[src/rtl/star_pkg.sv]
// Shared flit-type codes, port count and requester FSM encoding for the star router.
package star_pkg;

  localparam logic [1:0] FT_BODY   = 2'b00;
  localparam logic [1:0] FT_HEAD   = 2'b01;
  localparam logic [1:0] FT_TAIL   = 2'b10;
  localparam logic [1:0] FT_SINGLE = 2'b11;

  localparam int NPORT = 10;

  typedef enum logic [2:0] {
    ST_IDLE    = 3'd0,
    ST_REQ     = 3'd1,
    ST_XFER    = 3'd2,
    ST_RELEASE = 3'd3,
    ST_DROP    = 3'd4
  } state_t;

  // A flit that opens a packet (carries a destination).
  function automatic logic ft_is_head(input logic [1:0] ft);
    return (ft == FT_HEAD) || (ft == FT_SINGLE);
  endfunction

  // A flit that closes a packet.
  function automatic logic ft_is_tail(input logic [1:0] ft);
    return (ft == FT_TAIL) || (ft == FT_SINGLE);
  endfunction

  // A flit that may only appear inside a packet.
  function automatic logic ft_is_inner(input logic [1:0] ft);
    return (ft == FT_BODY) || (ft == FT_TAIL);
  endfunction

endpackage

[src/rtl/star_flit_fifo.sv]
// Small registered flit FIFO; pointers carry one extra wrap bit for full/empty.
module star_flit_fifo #(
  parameter int FLIT_W = 16,
  parameter int DEPTH  = 4
) (
  input  logic              clk,
  input  logic              rst,
  input  logic              i_push,
  input  logic              i_pop,
  input  logic [FLIT_W-1:0] i_din,
  output logic              o_full,
  output logic              o_empty,
  output logic [FLIT_W-1:0] o_head
);

  localparam int AW = $clog2(DEPTH);

  logic [FLIT_W-1:0] r_mem [DEPTH];
  logic [AW:0]       r_wr_ptr;
  logic [AW:0]       r_rd_ptr;
  logic              w_do_push;
  logic              w_do_pop;

  assign o_empty   = (r_wr_ptr == r_rd_ptr);
  assign o_full    = (r_wr_ptr[AW] != r_rd_ptr[AW]) &&
                     (r_wr_ptr[AW-1:0] == r_rd_ptr[AW-1:0]);
  assign o_head    = r_mem[r_rd_ptr[AW-1:0]];
  assign w_do_push = i_push && !o_full;
  assign w_do_pop  = i_pop && !o_empty;

  // Pointer update; reset empties the buffer without touching storage.
  always_ff @(posedge clk or posedge rst) begin
    if (rst) begin
      r_wr_ptr <= '0;
      r_rd_ptr <= '0;
    end else begin
      if (w_do_push) r_wr_ptr <= r_wr_ptr + 1'b1;
      if (w_do_pop)  r_rd_ptr <= r_rd_ptr + 1'b1;
    end
  end

  // Flit storage write.
  always_ff @(posedge clk) begin
    if (w_do_push) r_mem[r_wr_ptr[AW-1:0]] <= i_din;
  end

endmodule

[src/rtl/star_port_requester.sv]
// Router input port: buffers flits, requests the destination output arbiter,
// streams the packet while granted and releases only after the grant drops.
module star_port_requester #(
  parameter int FLIT_W = 16,
  parameter int DEPTH  = 4,
  parameter int NPORT  = star_pkg::NPORT
) (
  input  logic              clk,
  input  logic              rst,
  input  logic [FLIT_W-1:0] in_flit,
  input  logic              in_valid,
  output logic              in_ready,
  output logic [NPORT-1:0]  req,
  input  logic [NPORT-1:0]  gnt,
  output logic [FLIT_W-1:0] out_flit,
  output logic              out_valid,
  input  logic              out_ready,
  output logic              drop_err
);

  import star_pkg::*;

  state_t            r_state;
  state_t            w_state_nxt;
  logic [3:0]        r_dest;
  logic [NPORT-1:0]  r_req;

  logic              w_full;
  logic              w_empty;
  logic [FLIT_W-1:0] w_head;
  logic              w_push;
  logic              w_pop;
  logic [1:0]        w_type;
  logic [3:0]        w_hdest;
  logic              w_dest_legal;
  logic              w_head_start;
  logic              w_gnt_sel;
  logic [3:0]        w_req_dest;
  logic              w_out_valid;
  logic              w_drop_err;

  function automatic logic [NPORT-1:0] onehot(input logic [3:0] d);
    logic [NPORT-1:0] v;
    for (int k = 0; k < NPORT; k++) v[k] = (int'(d) == k);
    return v;
  endfunction

  // Input is held off while full and while reset is asserted.
  assign in_ready     = !w_full && !rst;
  assign w_push       = in_valid && in_ready;
  assign w_type       = w_head[FLIT_W-1 -: 2];
  assign w_hdest      = w_head[3:0];
  assign w_dest_legal = (int'(w_hdest) < NPORT);
  assign w_head_start = !w_empty && ft_is_head(w_type);
  assign w_gnt_sel    = |(gnt & onehot(r_dest));
  assign w_req_dest   = (r_state == ST_IDLE) ? w_hdest : r_dest;

  star_flit_fifo #(
    .FLIT_W (FLIT_W),
    .DEPTH  (DEPTH)
  ) u_fifo (
    .clk     (clk),
    .rst     (rst),
    .i_push  (w_push),
    .i_pop   (w_pop),
    .i_din   (in_flit),
    .o_full  (w_full),
    .o_empty (w_empty),
    .o_head  (w_head)
  );

  // FSM state register.
  always_ff @(posedge clk or posedge rst) begin
    if (rst) r_state <= ST_IDLE;
    else     r_state <= w_state_nxt;
  end

  // FSM next-state logic.
  always_comb begin
    w_state_nxt = r_state;
    case (r_state)
      ST_IDLE:    if (w_head_start) w_state_nxt = w_dest_legal ? ST_REQ : ST_DROP;
      ST_REQ:     if (w_gnt_sel) w_state_nxt = ST_XFER;
      ST_XFER:    if (w_pop && ft_is_tail(w_type)) w_state_nxt = ST_RELEASE;
      ST_RELEASE: if (!w_gnt_sel) w_state_nxt = ST_IDLE;
      ST_DROP:    if (w_pop && ft_is_tail(w_type)) w_state_nxt = ST_IDLE;
      default:    w_state_nxt = ST_IDLE;
    endcase
  end

  // FSM outputs: pop, crossbar valid and discard pulse.
  always_comb begin
    w_pop       = 1'b0;
    w_out_valid = 1'b0;
    w_drop_err  = 1'b0;
    case (r_state)
      ST_IDLE: begin
        if (!w_empty && ft_is_inner(w_type)) begin
          w_pop      = 1'b1;
          w_drop_err = 1'b1;
        end
      end
      ST_XFER: begin
        w_out_valid = !w_empty && w_gnt_sel;
        w_pop       = w_out_valid && out_ready;
      end
      ST_DROP: begin
        w_pop      = !w_empty;
        w_drop_err = !w_empty && ft_is_tail(w_type);
      end
      default: ;
    endcase
  end

  // Latched destination and registered one-hot request following the next state.
  always_ff @(posedge clk or posedge rst) begin
    if (rst) begin
      r_dest <= '0;
      r_req  <= '0;
    end else begin
      if (r_state == ST_IDLE && w_head_start) r_dest <= w_hdest;
      if (w_state_nxt == ST_REQ || w_state_nxt == ST_XFER) r_req <= onehot(w_req_dest);
      else                                                   r_req <= '0;
    end
  end

  assign req       = r_req;
  assign out_valid = w_out_valid;
  assign out_flit  = w_out_valid ? w_head : '0;
  assign drop_err  = w_drop_err;

endmodule

[config.mk]
export PLATFORM = sky130hd
export DESIGN_NAME = star_port_requester
export DESIGN_NICKNAME = d
export VERILOG_FILES = /design/src/rtl/star_pkg.sv /design/src/rtl/star_flit_fifo.sv /design/src/rtl/star_port_requester.sv
export SDC_FILE = /design/constraint.sdc
export NUM_CORES = 1
export LEC_CHECK = 0
export ABC_CLOCK_PERIOD_IN_PS = 3550
export CAP_MARGIN = 5
export CORE_MARGIN = 3
export CORE_UTILIZATION = 53
export CTS_CLUSTER_SIZE = 30
export DETAILED_ROUTE_END_ITERATION = 10
export GPL_TIMING_DRIVEN = 0
export HOLD_SLACK_MARGIN = 0.03
export PLACE_DENSITY = 0.87
export SYNTH_ARGS = -nofsm -noshare
export SYNTH_HDL_FRONTEND = slang
export SYNTH_SLANG_ARGS = --single-unit
[constraint.sdc]
create_clock -name clk -period 3.55 [get_ports clk]
set_input_delay 0.8875 -clock clk [delete_from_list [all_inputs] [get_ports clk]]
set_output_delay 0.8875 -clock clk [all_outputs]
set_load 0.05 [all_outputs]
==> impl_metrics.tcl, run 1 <==
set metrics [dict create \
    netlist_area_sq_um 3790 \
    io_buffers 58 \
    yosysWarningCount 0 \
    vias 2224 \
    synthTopCellsByCount "edfxtp_1, dfrtp_1, and3_1" \
    comb_power_share_pct 47.6 \
    min_period_ps 3440 \
    drt-wirelength-per-cell_microns 18.1 \
    drive_above_1_share_pct 26.3 \
    finalSetupViolCount 0 \
    fin_tns_setup_ps 0 \
    drt_iter0_drc 127 \
    place.gp.congestion 0.818 \
    clk_pin_slew_worst_paths_ps 90 \
    htreeDepth 3 \
    die_w_microns 90.6 \
    nets 334 \
    grt_pass1_wl_mm 11.7 \
    wl_mm 7.26 \
    n_antenna_cell 0 \
    power_frac_clock_pct 18.3 \
    ys_ff_latch 87 \
    ys_seq_area_share_pct 65.9 \
    cap_viol_max_count 0 \
    synth_top_flop_cell "edfxtp_1" \
    vias_per_cell 5.56 \
    min_period_over_period_pct 97.0 \
    rsz0062_at_grt "no" \
    yosysTopAreaCellShare_pct 50.7 \
    yosysUniqueCellTypes 46 \
    cts_sinks 87 \
    hold_path.class "flop to flop" \
    layout.cells.non_filler 400 \
    gr-total-overflow 0 \
    boundaryPins 59 \
    path_max_fanout 8 \
    p_leak_nw 1.82 \
    die-area_sq_um 8210 \
    grt_max_degree 24 \
    grt_pass1_vias 2301 \
    required_ps 2660 \
    vdd_ir_drop_max_v 0.000447 \
    clockRootBuffer "clkbuf_8" \
    synth.largest_area_cell "edfxtp_1" \
    p_switching_mw 1.58 \
    hold_viol 0 \
    numCtsBuffers 9 \
    slew_headroom_pct 37.6 \
    die_h_microns 90.6 \
    syn_avg_cell_area_sq_um 16.6 \
    cp-end-kind "primary output" \
    fin_hold_ws_ps 490 \
    synth_edf_count 64 \
    worst_slack_ps 105 \
    synthArstFlopShare_pct 26.4 \
    critical-path-slowest-cell "clkdlybuf4s50_1" \
    initial_core_util_pct 55.2 \
    dp.cells 382 \
    drtAntennaViolNets 0 \
    path_class "input pin to primary output" \
    p_per_area_nw_per_um2 852 \
    grt_use_total_pct 18.6 \
    antenna_found_initial 0 \
    p_sw_share_pct 38.8 \
    firstDrtPassIters 5 \
    power_mw 4.07 \
    dp_hpwl_mm 4.89 \
    worst_setup_path_start_kind "input pin" \
    p_seq_share_pct 34.1 \
    yosys-top-cells-area "edfxtp_1, dfrtp_1, mux4_2" \
    cts_tree "done" \
    path_cells "clkdlybuf4s50_1, mux2i_1, a22oi_2, o311ai_4, nor2_4, clkbuf_8, and3_4, buf_6" \
    synth_fp_nets 263 \
    slew_violations 0 \
    slowest_delay_ps 450 \
    p_int_mw 2.49 \
    core_sq_um 6870 \
    syn_to_final_growth_pct 25.9 \
    clk_latency_ps 340 \
    max_clock_freq_ghz 0.290 \
    status "finished clean" \
    row_count 30 \
    synthCells 228 \
    pre_cts_slack_ps -937 \
    synth.most_common_cell "edfxtp_1" \
    fin_skew_ps 6.26 \
    worstPathArrival_ps 2560 \
    tightest_slew_ps 937 \
    clk_path_buf_depth 2 \
    drc_errors 0 \
]
==> critical path, delay by kind of cell <==
kind | cells | cell delay, ps
AO/OA/AOI/OAI | 2 | 380
multiplexers | 1 | 80
AND/OR/NAND/NOR | 2 | 410
buffers and inverters | 3 | 800
==> cell usage in the layout (no fill, tap or decap), types with 2 or more instances in the layout <==
master	synthesis	final
ha_1	5	5
nor3_2	2	2
buf_1	2	2
buf_4	1	2
bufinv_16	0	2
nor4_1	4	4
xor2_1	6	6
buf_2	1	9
buf_6	3	12
mux2_4	1	2
clkdlybuf4s50_1	0	38
dlygate4sd2_1	0	2
mux4_1	2	2
clkbuf_1	4	3
and3_1	20	11
o21ai_0	2	2
dfrtp_1	23	23
xnor2_1	2	2
mux2i_1	6	6
inv_1	11	11
mux4_2	14	14
and3_4	0	9
nor2_1	6	5
edfxtp_1	64	64
a31oi_1	3	3
a21oi_1	3	3
clkbuf_8	0	11
clkinvlp_4	0	2
mux2_1	4	3
nand2_1	6	6
nand2b_1	2	2
nor3b_1	3	3
mux2_2	2	2
nor3_1	8	8
==> power groups by stage <==
stage               registers [mW]  logic (mW)  clock network [mW]
floorplan                     1.48        1.28                   0
global placement              1.40        1.75                   0
detailed placement            1.41        1.80                   0
CTS                           1.39        1.94               0.750
global route                  1.41        2.07               0.797
finish                        1.39        1.94               0.744
==> final timing paths <==
check	startpoint	endpoint	slack, ps	cells after the start
worst max-delay path	gnt[3]	out_flit[11]	110	8
worst min-delay path	u_fifo.r_wr_ptr[2]	u_fifo.r_wr_ptr[2]	490	1
worst max register to register	u_fifo.r_rd_ptr[1]	u_fifo.r_mem[3][10]	1070	5
worst min register to register	u_fifo.r_wr_ptr[2]	u_fifo.r_wr_ptr[2]	490	1
max in group asynchronous	rst	r_dest[1]	1920	2
min in group asynchronous	rst	u_fifo.r_wr_ptr[2]	1070	2
==> final cells by class <==
| cell class | instances | area, sq um |
|---|---|---|
| well taps | 96 | 120 |
| clock inverters | 7 | 96.3 |
| fillers | 440 | 2090 |
| inverters | 11 | 41.3 |
| multi-input cells | 119 | 1240 |
| clock buffers | 9 | 124 |
| repair buffers | 60 | 576 |
| flip-flops and latches | 87 | 2500 |
| plain buffers | 11 | 78.8 |
==> per-layer routing <==
layer | up-vias | global-route usage [%] | part of all wire [%]
li1 | 1017 | - | -
met1 | 1123 | 22.9 | 42
met2 | 74 | 31.1 | 51
met3 | 10 | 4.25 | 5.2
met4 | 0 | 8.55 | 1.7
met5 | - | 0 | 0
==> stage by stage <==
step | area (sq um) | util, %
after floorplan | 3790 | -
after global placement | 4490 | 65.4
after detailed placement | 4490 | 65.4
after CTS | 4780 | 69.6
after global routing | 4770 | 69.5
final | 4770 | 69.5
==> sequential cells by signal (all words and copies together) (netlist names) <==
name	cells
u_fifo.r_rd_ptr	3
r_dest	4
u_fifo.r_mem	64
u_fifo.r_wr_ptr	3
req	10
r_state	3
==> repair_timing <==
| action | 4_1_cts | 5_1_grt |
|---|---|---|
| gates cloned | 1 | 0 |
| buffers inserted | 1 | 0 |
| endpoints found under the setup margin | 18 | 4 |
| pin swaps | 3 | 1 |
| gates resized for setup | 127 | 2 |
| hold buffers | 0 | 0 |
==> kinds of logic (layout without fill, tap and decap cells) <==
logic type,Yosys count,after routing,share of synthesized area [%]
xor gates and xnor gates,8,8,1.85
adders and majority gates,5,5,1.65
AOI/OAI and AO/OA,15,15,4.16
and+or+nand+nor,62,62,10.1
DFF,87,87,65.9
muxes,29,29,13.5
buffers and inverters,22,98,2.90
No activity file was read; power rests on OpenSTA's default activity.
==> inputs of run 2 (changes only) <==
Settings changed: SLEW_MARGIN set to 20.
==> results of run 2 <==
No change in the layout: final DEF, timing and power equal those of run 1.
==> inputs of run 3 (changes only) <==
Settings changed: CORE_MARGIN 3 to 2.
==> impl_metrics.tcl, run 3 (synthesis results as in run 1) <==
set metrics [dict create \
    status "finished clean" \
    fin_skew_ps 8.84 \
    slew_violations 0 \
    htreeDepth 3 \
    wl_met2_mm 3.75 \
    vdd_ir_drop_max_v 0.000505 \
    worst_setup_path_start_kind "input pin" \
    drt_iter0_drc 90 \
    path_class "input pin to primary output" \
    cap_viol_max_count 0 \
    wl_mm 7.21 \
    finalSetupViolCount 0 \
    nets 334 \
    drc_errors 0 \
    numCtsBuffers 9 \
    vias 2218 \
    row_count 30 \
    clk_pin_slew_worst_paths_ps 90 \
    path_cells "clkdlybuf4s50_1, mux2i_1, a22oi_2, o311ai_4, nor2_4, clkbuf_8, and3_4, buf_6" \
    required_ps 2660 \
    final_common_cell "edfxtp_1" \
    gr-total-overflow 0 \
    slew_headroom_pct 35.8 \
    min_period_ps 3470 \
    grt_use_total_pct 20.0 \
    cts_sinks 87 \
    boundaryPins 59 \
    vias_per_cell 5.55 \
    dp_hpwl_mm 4.76 \
    layout.cells.non_filler 400 \
    cts_tree "done" \
    fin_tns_setup_ps 0 \
    largest_reg_flops 64 \
    drtAntennaViolNets 0 \
    dp.cells 382 \
    placed_area_sq_um 4490 \
    rsz0062_at_grt "no" \
    num-fill-cells 448 \
    drive_above_1_share_pct 26.0 \
    antenna_found_initial 0 \
    die-area_sq_um 7850 \
    clk_path_buf_depth 2 \
    path_max_fanout 8 \
    top_layer_used "met4" \
    clockRootBuffer "clkbuf_8" \
    io_buffers 58 \
    grt_max_degree 24 \
    core_sq_um 6870 \
    mostFrequentLayoutCells "edfxtp_1, clkdlybuf4s50_1, dfrtp_1" \
    grt_pass1_vias 2290 \
    die_w_microns 88.6 \
    initial_core_util_pct 55.2 \
    firstDrtPassIters 4 \
    grt_pass1_wl_mm 11.5 \
    hold_viol 0 \
    syn_to_final_growth_pct 24.5 \
    wl_met1_mm 2.96 \
    max_clock_freq_ghz 0.288 \
    critical-path-slowest-cell "clkdlybuf4s50_1" \
    p_per_area_nw_per_um2 835 \
    n_antenna_cell 0 \
    wl_met3_microns 437 \
    slowest_delay_ps 460 \
    worstPathArrival_ps 2580 \
    reg2reg_slack_ps 1010 \
    postLayoutCellArea_sq_um 4720 \
    die_h_microns 88.6 \
    register_area_sq_um 2500 \
    hold_path.class "flop to flop" \
    cp-end-kind "primary output" \
    cts_hold_buf 0 \
    p_leak_nw 1.81 \
    power_mw 3.94 \
    tightest_slew_ps 964 \
    place.gp.congestion 0.799 \
    drt-wirelength-per-cell_microns 18.0 \
    min_period_over_period_pct 97.7 \
    multi_input_area_sq_um 1220 \
    clk_latency_ps 360 \
]
[run 3: changes by cell type in the layout (fill, tap and decap cells not counted), moves of 2 or more]
cell       previous run  this run
bufinv_16             2         0
and3_4                9         5
and3_1               11        15
clkinv_4              1         3
[run 3: timing repair]
item                                   in CTS  in global routing
setup endpoints to repair                  18                 12
pin swaps                                   3                  1
buffers inserted                            1                  0
endpoints found under the hold margin       0                  0
gates cloned                                1                  0
resized for setup                         123                  5
[run 3: power breakdown]
part,internal [mW],switching (mW),leakage [nW],total (mW)
combinational,0.801,1.12,0.848,1.92
clock,0.260,0.370,0.0820,0.630
sequential,1.29,0.102,0.877,1.39
[run 3: worst paths after layout]
path                                           end          startpoint  cells after the start
worst max-delay path                  out_flit[10]              gnt[1]                      8
worst min-delay path            u_fifo.r_wr_ptr[2]  u_fifo.r_wr_ptr[2]                      1
worst max register to register  u_fifo.r_mem[3][2]  u_fifo.r_rd_ptr[1]                      5
worst min register to register  u_fifo.r_wr_ptr[2]  u_fifo.r_wr_ptr[2]                      1
max in group asynchronous                   req[8]                 rst                      2
min in group asynchronous       u_fifo.r_wr_ptr[1]                 rst                      2
[run 3: layout make-up]
class                           count  area share, %
Buffer                             11           1.70
Multi-Input combinational cell    119           25.9
Inverter                           11          0.875
Clock inverter                      7           1.22
Clock buffer                        9           2.62
Timing Repair Buffer               60           12.2
Sequential cell                    87           52.9
Tap cell                           96           2.54
[run 3: routing by layer]
layer,track usage [%],vias to the layer above
met5,0,-
met4,6.34,0
met3,6.06,8
met2,34.8,72
met1,24.0,1113
li1,-,1025
[run 3: worst max-delay path, delay by kind of cell]
kind	cells	cell delay, ps
buffers and inverters	3	830
and+or+nand+nor	2	420
muxes	1	80
AOI/OAI and AO/OA	2	360
[run 3: metrics by stage]
step / setup slack [ps] / util (%) / hold WS [ps]
floorplan: 245 / - / 460
global placement: -954 / 65.4 / 475
detailed placement: -983 / 65.4 / 489
CTS: 8.30 / 68.7 / 518
global route: 6.08 / 68.7 / 522
finish: 80.5 / 68.7 / 513
